==> config.mk <==
export PLATFORM = sky130hd
export DESIGN_NAME = uart_program_loader
export DESIGN_NICKNAME = d
export VERILOG_FILES = /design/src/rtl/loader_pkg.sv /design/src/rtl/byte_packer.sv /design/src/rtl/uart_program_loader.sv
export SDC_FILE = /design/constraint.sdc
export NUM_CORES = 1
export LEC_CHECK = 0
export ABC_AREA = 1
export CAP_MARGIN = 40
export CORE_AREA = 5 5 99 101
export DETAILED_ROUTE_END_ITERATION = 7
export DIE_AREA = 0 0 104 106
export PLACE_DENSITY = 0.84
export SLEW_MARGIN = 20
export SYNTH_ARGS = -nofsm -noshare
export SYNTH_HDL_FRONTEND = slang
export SYNTH_SLANG_ARGS = --single-unit
export TNS_END_PERCENT = 50
==> constraint.sdc <==
create_clock -name clk -period 3.95 [get_ports clk]
set_input_delay 0.9875 -clock clk [delete_from_list [all_inputs] [get_ports clk]]
set_output_delay 0.9875 -clock clk [all_outputs]
set_load 0.05 [all_outputs]
==> src/rtl/loader_pkg.sv <==
// Shared types and constants for the UART program loader.
package loader_pkg;

    typedef enum logic [2:0] {
        StIdle,
        StLen,
        StData,
        StAck,
        StErr
    } state_e;

    localparam logic [7:0] ACK_DEFAULT = 8'hAA;
    localparam logic [7:0] NAK_DEFAULT = 8'hEE;
    localparam int unsigned IDX_W = 2;

endpackage

==> src/rtl/byte_packer.sv <==
// Assembles four bytes into a little-endian 32-bit word; the completed word is
// presented combinationally alongside the strobe carrying its last byte.
module byte_packer
    import loader_pkg::*;
(
    input  logic        clk,
    input  logic        rst,
    input  logic        clear,
    input  logic        in_valid,
    input  logic [7:0]  in_byte,
    output logic        word_valid,
    output logic [31:0] word
);

    logic [IDX_W-1:0] idx_q;
    logic [31:0]      word_q;

    always_ff @(posedge clk) begin
        if (rst || clear) begin
            idx_q  <= '0;
            word_q <= '0;
        end else if (in_valid) begin
            word_q[{idx_q, 3'b000} +: 8] <= in_byte;
            idx_q                        <= idx_q + IDX_W'(1);
        end
    end

    assign word_valid = in_valid && (idx_q == '1);
    assign word       = {in_byte, word_q[23:0]};

endmodule

==> src/rtl/uart_program_loader.sv <==
// Boot-time loader: streams a length-prefixed image from the UART into
// instruction memory and reports ACK/NAK back through the UART.
module uart_program_loader
    import loader_pkg::*;
#(
    parameter int unsigned ADDR_W   = 14,
    parameter logic [7:0]  ACK_BYTE = ACK_DEFAULT,
    parameter logic [7:0]  NAK_BYTE = NAK_DEFAULT
) (
    input  logic              clk,
    input  logic              rst,
    input  logic              start,
    input  logic              rx_ready,
    input  logic [7:0]        r_data,
    input  logic              tx_ready,
    output logic [7:0]        t_data,
    output logic              t_valid,
    output logic              mem_we,
    output logic [ADDR_W-1:0] mem_addr,
    output logic [31:0]       mem_wdata,
    output logic              busy,
    output logic              done,
    output logic              err
);

    state_e            state_q, state_d;
    logic [ADDR_W:0]   len_q;
    logic [ADDR_W:0]   cnt_q;
    logic              nak_sent_q;
    logic              done_q;
    logic              mem_we_q;
    logic [ADDR_W-1:0] mem_addr_q;
    logic [31:0]       mem_wdata_q;

    logic        start_ok;
    logic        pk_valid;
    logic        pk_word_valid;
    logic [31:0] pk_word;
    logic        len_too_big;
    logic        last_word;
    logic        tx_fire;

    assign start_ok = start && (state_q == StIdle || state_q == StErr);
    assign pk_valid = rx_ready && (state_q == StLen || state_q == StData);

    byte_packer u_packer (
        .clk        (clk),
        .rst        (rst),
        .clear      (start_ok),
        .in_valid   (pk_valid),
        .in_byte    (r_data),
        .word_valid (pk_word_valid),
        .word       (pk_word)
    );

    // A full capacity image (N == 2^ADDR_W) is legal, hence the 33-bit compare.
    assign len_too_big = {1'b0, pk_word} > (33'd1 << ADDR_W);
    assign last_word   = (cnt_q == len_q - (ADDR_W + 1)'(1));
    assign tx_fire     = tx_ready && (state_q == StAck || (state_q == StErr && !nak_sent_q));

    always_comb begin
        state_d = state_q;
        t_valid = tx_fire;
        t_data  = 8'h00;
        busy    = (state_q == StLen) || (state_q == StData) || (state_q == StAck);
        err     = (state_q == StErr);
        if (tx_fire) begin
            t_data = (state_q == StAck) ? ACK_BYTE : NAK_BYTE;
        end
        unique case (state_q)
            StIdle: if (start_ok) state_d = StLen;
            StLen: begin
                if (pk_word_valid) begin
                    if (pk_word == 32'd0)  state_d = StAck;
                    else if (len_too_big)  state_d = StErr;
                    else                   state_d = StData;
                end
            end
            StData: if (pk_word_valid && last_word) state_d = StAck;
            StAck:  if (tx_ready) state_d = StIdle;
            StErr:  if (start_ok) state_d = StLen;
            default: state_d = StIdle;
        endcase
    end

    always_ff @(posedge clk) begin
        if (rst) state_q <= StIdle;
        else     state_q <= state_d;
    end

    always_ff @(posedge clk) begin
        if (rst) begin
            len_q       <= '0;
            cnt_q       <= '0;
            nak_sent_q  <= 1'b0;
            done_q      <= 1'b0;
            mem_we_q    <= 1'b0;
            mem_addr_q  <= '0;
            mem_wdata_q <= '0;
        end else begin
            done_q   <= (state_q == StAck) && tx_ready;
            mem_we_q <= 1'b0;
            if (start_ok) begin
                cnt_q      <= '0;
                nak_sent_q <= 1'b0;
            end
            if (state_q == StLen && pk_word_valid) begin
                len_q <= pk_word[ADDR_W:0];
            end
            if (state_q == StData && pk_word_valid) begin
                mem_we_q    <= 1'b1;
                mem_addr_q  <= cnt_q[ADDR_W-1:0];
                mem_wdata_q <= pk_word;
                cnt_q       <= cnt_q + (ADDR_W + 1)'(1);
            end
            if (state_q == StErr && tx_fire) begin
                nak_sent_q <= 1'b1;
            end
        end
    end

    assign done      = done_q;
    assign mem_we    = mem_we_q;
    assign mem_addr  = mem_addr_q;
    assign mem_wdata = mem_wdata_q;

endmodule

Word-level counts from Yosys, hierarchy flattened
Index checks and enable logic that the tools add are counted.
{"block": "word_totals", "ff_bits": 116, "wordCells": 64, "out_inout_bits": 59, "in_bits": 13}
{"block": "classes", "order_cmp": 1, "reduce_logical": 22, "n_eq_ne": 10, "shift": 2, "muxes": 15, "addsub": 4}
{"operator": "32-bit bitwise mux", "n": 1}
{"operator": "32-bit by 15-bit greater-than comparator with 1-bit output (second input constant)", "n": 1}
{"operator": "32-bit zero test", "n": 1}
{"operator": "8-bit by 7-bit variable shift with 32-bit output (first input constant)", "n": 1}
{"operator": "8-bit by 7-bit variable part select with 32-bit output", "n": 1}
{"operator": "15-bit two-way mux", "n": 2}
{"operator": "3-bit two-way mux", "n": 6}
{"operator": "15-bit by 1-bit adder with 15-bit output (second input constant)", "n": 1}
{"operator": "15-bit == test", "n": 1}
{"operator": "15-bit by 1-bit subtractor with 15-bit output (second input constant)", "n": 1}
{"operator": "3-bit case mux with 4 select lines", "n": 1}
{"operator": "1-bit logical AND", "n": 10}
{"operator": "8-bit two-way mux", "n": 1}
{"operator": "7-bit two-way mux", "n": 1}
{"operator": "5-bit negator with 7-bit output", "n": 1}
{"operator": "3-bit by 2-bit == test with 1-bit output (second input constant)", "n": 2}
{"operator": "1-bit logical OR", "n": 5}
{"operator": "2-bit by 1-bit != test with 1-bit output (second input constant)", "n": 2}
{"operator": "2-bit != test (second input constant)", "n": 2}
{"operator": "4-bit AND reduction", "n": 1}
{"operator": "2-bit nonzero test", "n": 2}
{"operator": "3-bit by 1-bit == test with 1-bit output (second input constant)", "n": 1}
{"operator": "3-bit == test (second input constant)", "n": 1}
{"operator": "3-bit zero test", "n": 1}
{"operator": "other kinds (5)", "n": 7}

Logic depth before layout (Yosys ltp)
{"block": "depth", "word_depth": 7, "mapped_depth": 16}

By module
From an unflattened synthesis, not the netlist that was laid out.
{"block": "hier_totals", "cells_unflattened": 728, "hier_area_um2": 5246.3}
{"module": "uart_program_loader", "seq_area_each_um2": 1641.6, "cells_each": 563, "area_per_inst_um2": 3957.5, "instances": 1}
{"module": "byte_packer", "seq_area_each_um2": 520.5, "cells_each": 165, "area_per_inst_um2": 1288.7, "instances": 1}

Least setup slack after synthesis
No wires, ideal clock.
{"block": "synth_timing", "path_type": "reg-to-output", "start": "register state_q[1]", "end": "output port t_data[6]", "required_ps": 2963, "arrival_ps": 3146, "setup_slack_ps": -183, "path_buffers": 1, "stages_incl_launch_ff": 9, "path_cell_list": "dfxtp_1 -> nor2_1 -> inv_1 -> nor2_1 -> nand2_1 -> a21oi_1 -> nand2_1 -> inv_1 -> buf_4"}
{"block": "synth_via", "elab_chain_cells": 5, "elab_cells_between_ends": 7}
{"item": "start, declared", "line_no": "uart_program_loader.sv:26", "source": "state_e state_q, state_d;"}
{"item": "start signal, assigned", "line_no": "uart_program_loader.sv:87", "source": "if (rst) state_q <= StIdle;"}
{"item": "start signal, assigned", "line_no": "uart_program_loader.sv:88", "source": "else state_q <= state_d;"}
{"item": "3-bit == test"}
{"item": "named net err", "line_no": "uart_program_loader.sv:23", "source": "output logic err"}
{"item": "1-bit logical AND", "line_no": "uart_program_loader.sv:59", "source": "assign tx_fire = tx_ready && (state_q == StAck || (state_q == StErr && !nak_sent_q));"}
{"item": "1-bit logical OR", "line_no": "uart_program_loader.sv:59"}
{"item": "1-bit logical AND", "line_no": "uart_program_loader.sv:59"}
{"item": "named net t_valid", "line_no": "uart_program_loader.sv:17", "source": "output logic t_valid,"}
{"item": "8-bit two-way mux", "line_no": "uart_program_loader.sv:67", "source": "if (tx_fire) begin"}
{"item": "end, declared", "line_no": "uart_program_loader.sv:16", "source": "output logic [7:0] t_data,"}
The timed path passes the listed nets, and every way through them passes these cells.

Worst setup path in the final report
{"block": "layout_timing", "start": "input port tx_ready", "end": "output port t_data[6]"}
{"block": "layout_via", "elab_chain_cells": 2}
{"item": "start, declared", "line_no": "uart_program_loader.sv:15", "source": "input logic tx_ready,"}
{"item": "1-bit logical AND", "line_no": "uart_program_loader.sv:59"}
{"item": "8-bit two-way mux", "line_no": "uart_program_loader.sv:67"}
Every way passes these cells.

==> results.yml <==
floorplan:
  floorplan.initialDensity_pct: 56.3
  fp.dieW_um: 104
  num_rows: 35
  num_io_pins: 72
  fp.coreArea_um2: 8930
  die_area_um2: 11000
  die_h_um: 106
logic_synthesis:
  synth_sequential_area_ratio_pct: 43.0
  warning_count_from_the_yosys_run: 0
  netlist-cell-type-count: 38
  synthArstFlopShare_pct: 0
  synth_edf_count: 0
  synth-seq-cells: 108
  netlist_area_pre_place_um2: 5030
  synth_area_per_cell_um2: 7.14
  synth_cells: 705
  synth-main-ff-cell: "sky130_fd_sc_hd__dfxtp_1"
clock_tree:
  worst_setup_hold_path_clk_slew_ps: 110
  post_cts.repair.setup_buffers: 0
  clock_tree_from_tritoncts: "yes"
  cts_hold_repair.buffers: 0
  cts_resized: 0
  clkSinkCount: 108
  htreeDepth: 3
  cts_made_buffers: 9
  clockRootBuffer: "sky130_fd_sc_hd__clkbuf_8"
  clkLatencyLatePin_ps: 380
  ctsLongestPathBuffers: 2
sta:
  worst_pin_slew_ps: 848
  report.final.slew_viol_count: 0
  period_needed_ps: 3150
  period_share_pct: 79.8
  skew_ps: 7.80
  report.final.setup_viol: 0
  fmax_ghz: 0.317
  slew-limit-headroom_pct: 43.2
  tns_ps: 0
  grt_setup_unrepaired: "no"
  report.final.hold_viol_count: 0
place:
  post-place-cells: 852
  detailedPlacementHpwl_um: 9620
  place_congestion: 0.951
  number_of_port_buffers: 69
worst_setup_path:
  worstSetupPathType: "input pin to output pin"
  timing.critical_path.fanout_max: 6
  cp-end-kind: "output pin"
  timing.critical_path.arrival_ps: 2170
  cp-start-kind: "input pin"
  critical_path_required_ps: 2960
final_layout:
  layout-area-overhead-vs-synth_pct: 17.6
  drive_gt1_share_pct: 5.81
  final-instance-count-excl-fill: 868
  area_of_all_sequential_standard_cells_um2: 2160
  n_fill_cell: 786
  multiInputGateArea_um2: 2390
  insertedDiodeCount: 0
  nets: 773
global_routing:
  grt_pass1_wl_um: 21800
  first_global_vias: 4657
  overflow: 0
  grt_max_degree: 73
  antenna_found_initial: 0
  gr-usage-all-layers_pct: 23.4
route:
  dr_total_vias: 4794
  route.detailed.drc: 0
  drt_iter0_markers: 331
  route.antenna.remaining_nets: 0
  detail_route.wirelength_um: 12900
  drt_pre_antenna_iters: 5
  drt-vias-per-instance: 5.52
  wl_per_cell_um: 14.9
pwr:
  power-per-cell-area_nw_per_um2: 388
  irDropWorstVdd_mv: 0.250
  leak_pwr_uw: 0.00234
min_path:
  worst_hold_path_type: "flop to flop"
outcome:
  status: "finished, final reports clean"
job:
  maxCapViolCount: 0
==> area by class of cell <==
class	count	area share, %
Clock buffer	9	2.09
Inverter	79	5.01
Clock inverter	6	1.02
Tap cell	111	2.35
Timing Repair Buffer	73	12.6
Multi-Input combinational cell	482	40.4
Sequential cell	108	36.5
==> per-layer routing <==
metal  vias to the layer above  GRT usage, %  routed length, um
li1                       2386             -                  -
met1                      2241          29.6               5560
met2                       146          40.9               6440
met3                        21          3.89                655
met4                         0          6.85                247
met5                         -             0                  0
==> synthesized netlist by cell type, types with 4 or more instances <==
cell,n,area share (%)
sky130_fd_sc_hd__nor2_1,69,5.1
sky130_fd_sc_hd__buf_4,7,1.0
sky130_fd_sc_hd__nand3_1,25,2.5
sky130_fd_sc_hd__inv_1,77,5.7
sky130_fd_sc_hd__ha_1,7,1.7
sky130_fd_sc_hd__nand3b_1,5,0.75
sky130_fd_sc_hd__clkbuf_1,16,1.2
sky130_fd_sc_hd__nor3_1,5,0.50
sky130_fd_sc_hd__nand4_1,14,1.7
sky130_fd_sc_hd__o21ai_0,69,6.9
sky130_fd_sc_hd__xnor2_1,9,1.6
sky130_fd_sc_hd__nand2_1,142,11
sky130_fd_sc_hd__buf_2,13,1.3
sky130_fd_sc_hd__xor2_1,4,0.70
sky130_fd_sc_hd__a211oi_1,4,0.60
sky130_fd_sc_hd__dfxtp_1,108,43
sky130_fd_sc_hd__a21oi_1,96,9.5
==> power breakdown <==
group          switching, uW  internal (uW)  leakage (uW)
Clock                    407            240     0.0000870
Combinational            357            142       0.00138
Sequential              31.0           1120      0.000870
Total                    795           1500       0.00234
==> registers in the layout, summed over array words and instances (netlist names) <==
register / flops
done: 1
nak_sent_q: 1
mem_addr: 14
mem_we: 1
cnt_q: 15
state_q: 3
u_packer.idx_q: 2
u_packer.word_q: 24
mem_wdata: 32
len_q: 15
==> per-stage QoR <==
step / instance area (um^2) / worst slack [ps] / hold slack, ps / power [uW] / util [%]
finish: 5920 / 797 / 470 / 2300 / 66.2
global route: 5920 / 679 / 488 / 2400 / 66.2
CTS: 5900 / 796 / 473 / 2290 / 66.1
detailed placement: 5720 / 791 / 457 / 1660 / 64.0
global placement: 5690 / 850 / 457 / 1650 / 63.7
floorplan: 5040 / 142 / 449 / 1540 / -
==> path summary, 6_finish.rpt <==
kind              slack, ps  cells after the start                      from                        to
setup reg to reg       1650                     10   state_q[1]$_SDFFE_PP0P_     cnt_q[7]$_SDFFE_PP0P_
hold / removal          470                      2  mem_addr[1]$_SDFFE_PP0P_  mem_addr[1]$_SDFFE_PP0P_
hold reg to reg         470                      2  mem_addr[1]$_SDFFE_PP0P_  mem_addr[1]$_SDFFE_PP0P_
setup / recovery        800                      6                  tx_ready                 t_data[6]
==> critical path: stages <==
cell and delay [ps]:
sky130_fd_sc_hd__clkdlybuf4s50_1 480, sky130_fd_sc_hd__inv_1 70, sky130_fd_sc_hd__a21oi_2 230, sky130_fd_sc_hd__nand2_1 120, sky130_fd_sc_hd__inv_1 90, sky130_fd_sc_hd__buf_4 190
==> logic make-up after synthesis <==
logic type | Yosys count | share of synthesized area (%)
AND/OR/NAND/NOR | 279 | 24.4
buffers and inverters | 116 | 9.65
XOR/XNOR | 13 | 2.26
adder cells (fa/ha/maj) | 7 | 1.74
other | 1 | 0.0745
AO/OA/AOI/OAI | 181 | 18.9
flip-flops | 108 | 43.0
==> placed cells by master (no fill, tap or decap), types with 7 or more instances in the layout <==
cell | netlist | final
sky130_fd_sc_hd__a21oi_1 | 96 | 95
sky130_fd_sc_hd__buf_4 | 7 | 8
sky130_fd_sc_hd__clkbuf_8 | 0 | 9
sky130_fd_sc_hd__clkdlybuf4s50_1 | 0 | 62
sky130_fd_sc_hd__dfxtp_1 | 108 | 108
sky130_fd_sc_hd__ha_1 | 7 | 7
sky130_fd_sc_hd__inv_1 | 77 | 77
sky130_fd_sc_hd__nand2_1 | 142 | 142
sky130_fd_sc_hd__nand3_1 | 25 | 25
sky130_fd_sc_hd__nand4_1 | 14 | 14
sky130_fd_sc_hd__nor2_1 | 69 | 69
sky130_fd_sc_hd__o21ai_0 | 69 | 69
sky130_fd_sc_hd__xnor2_1 | 9 | 9
(Power assumes the default switching activity.)
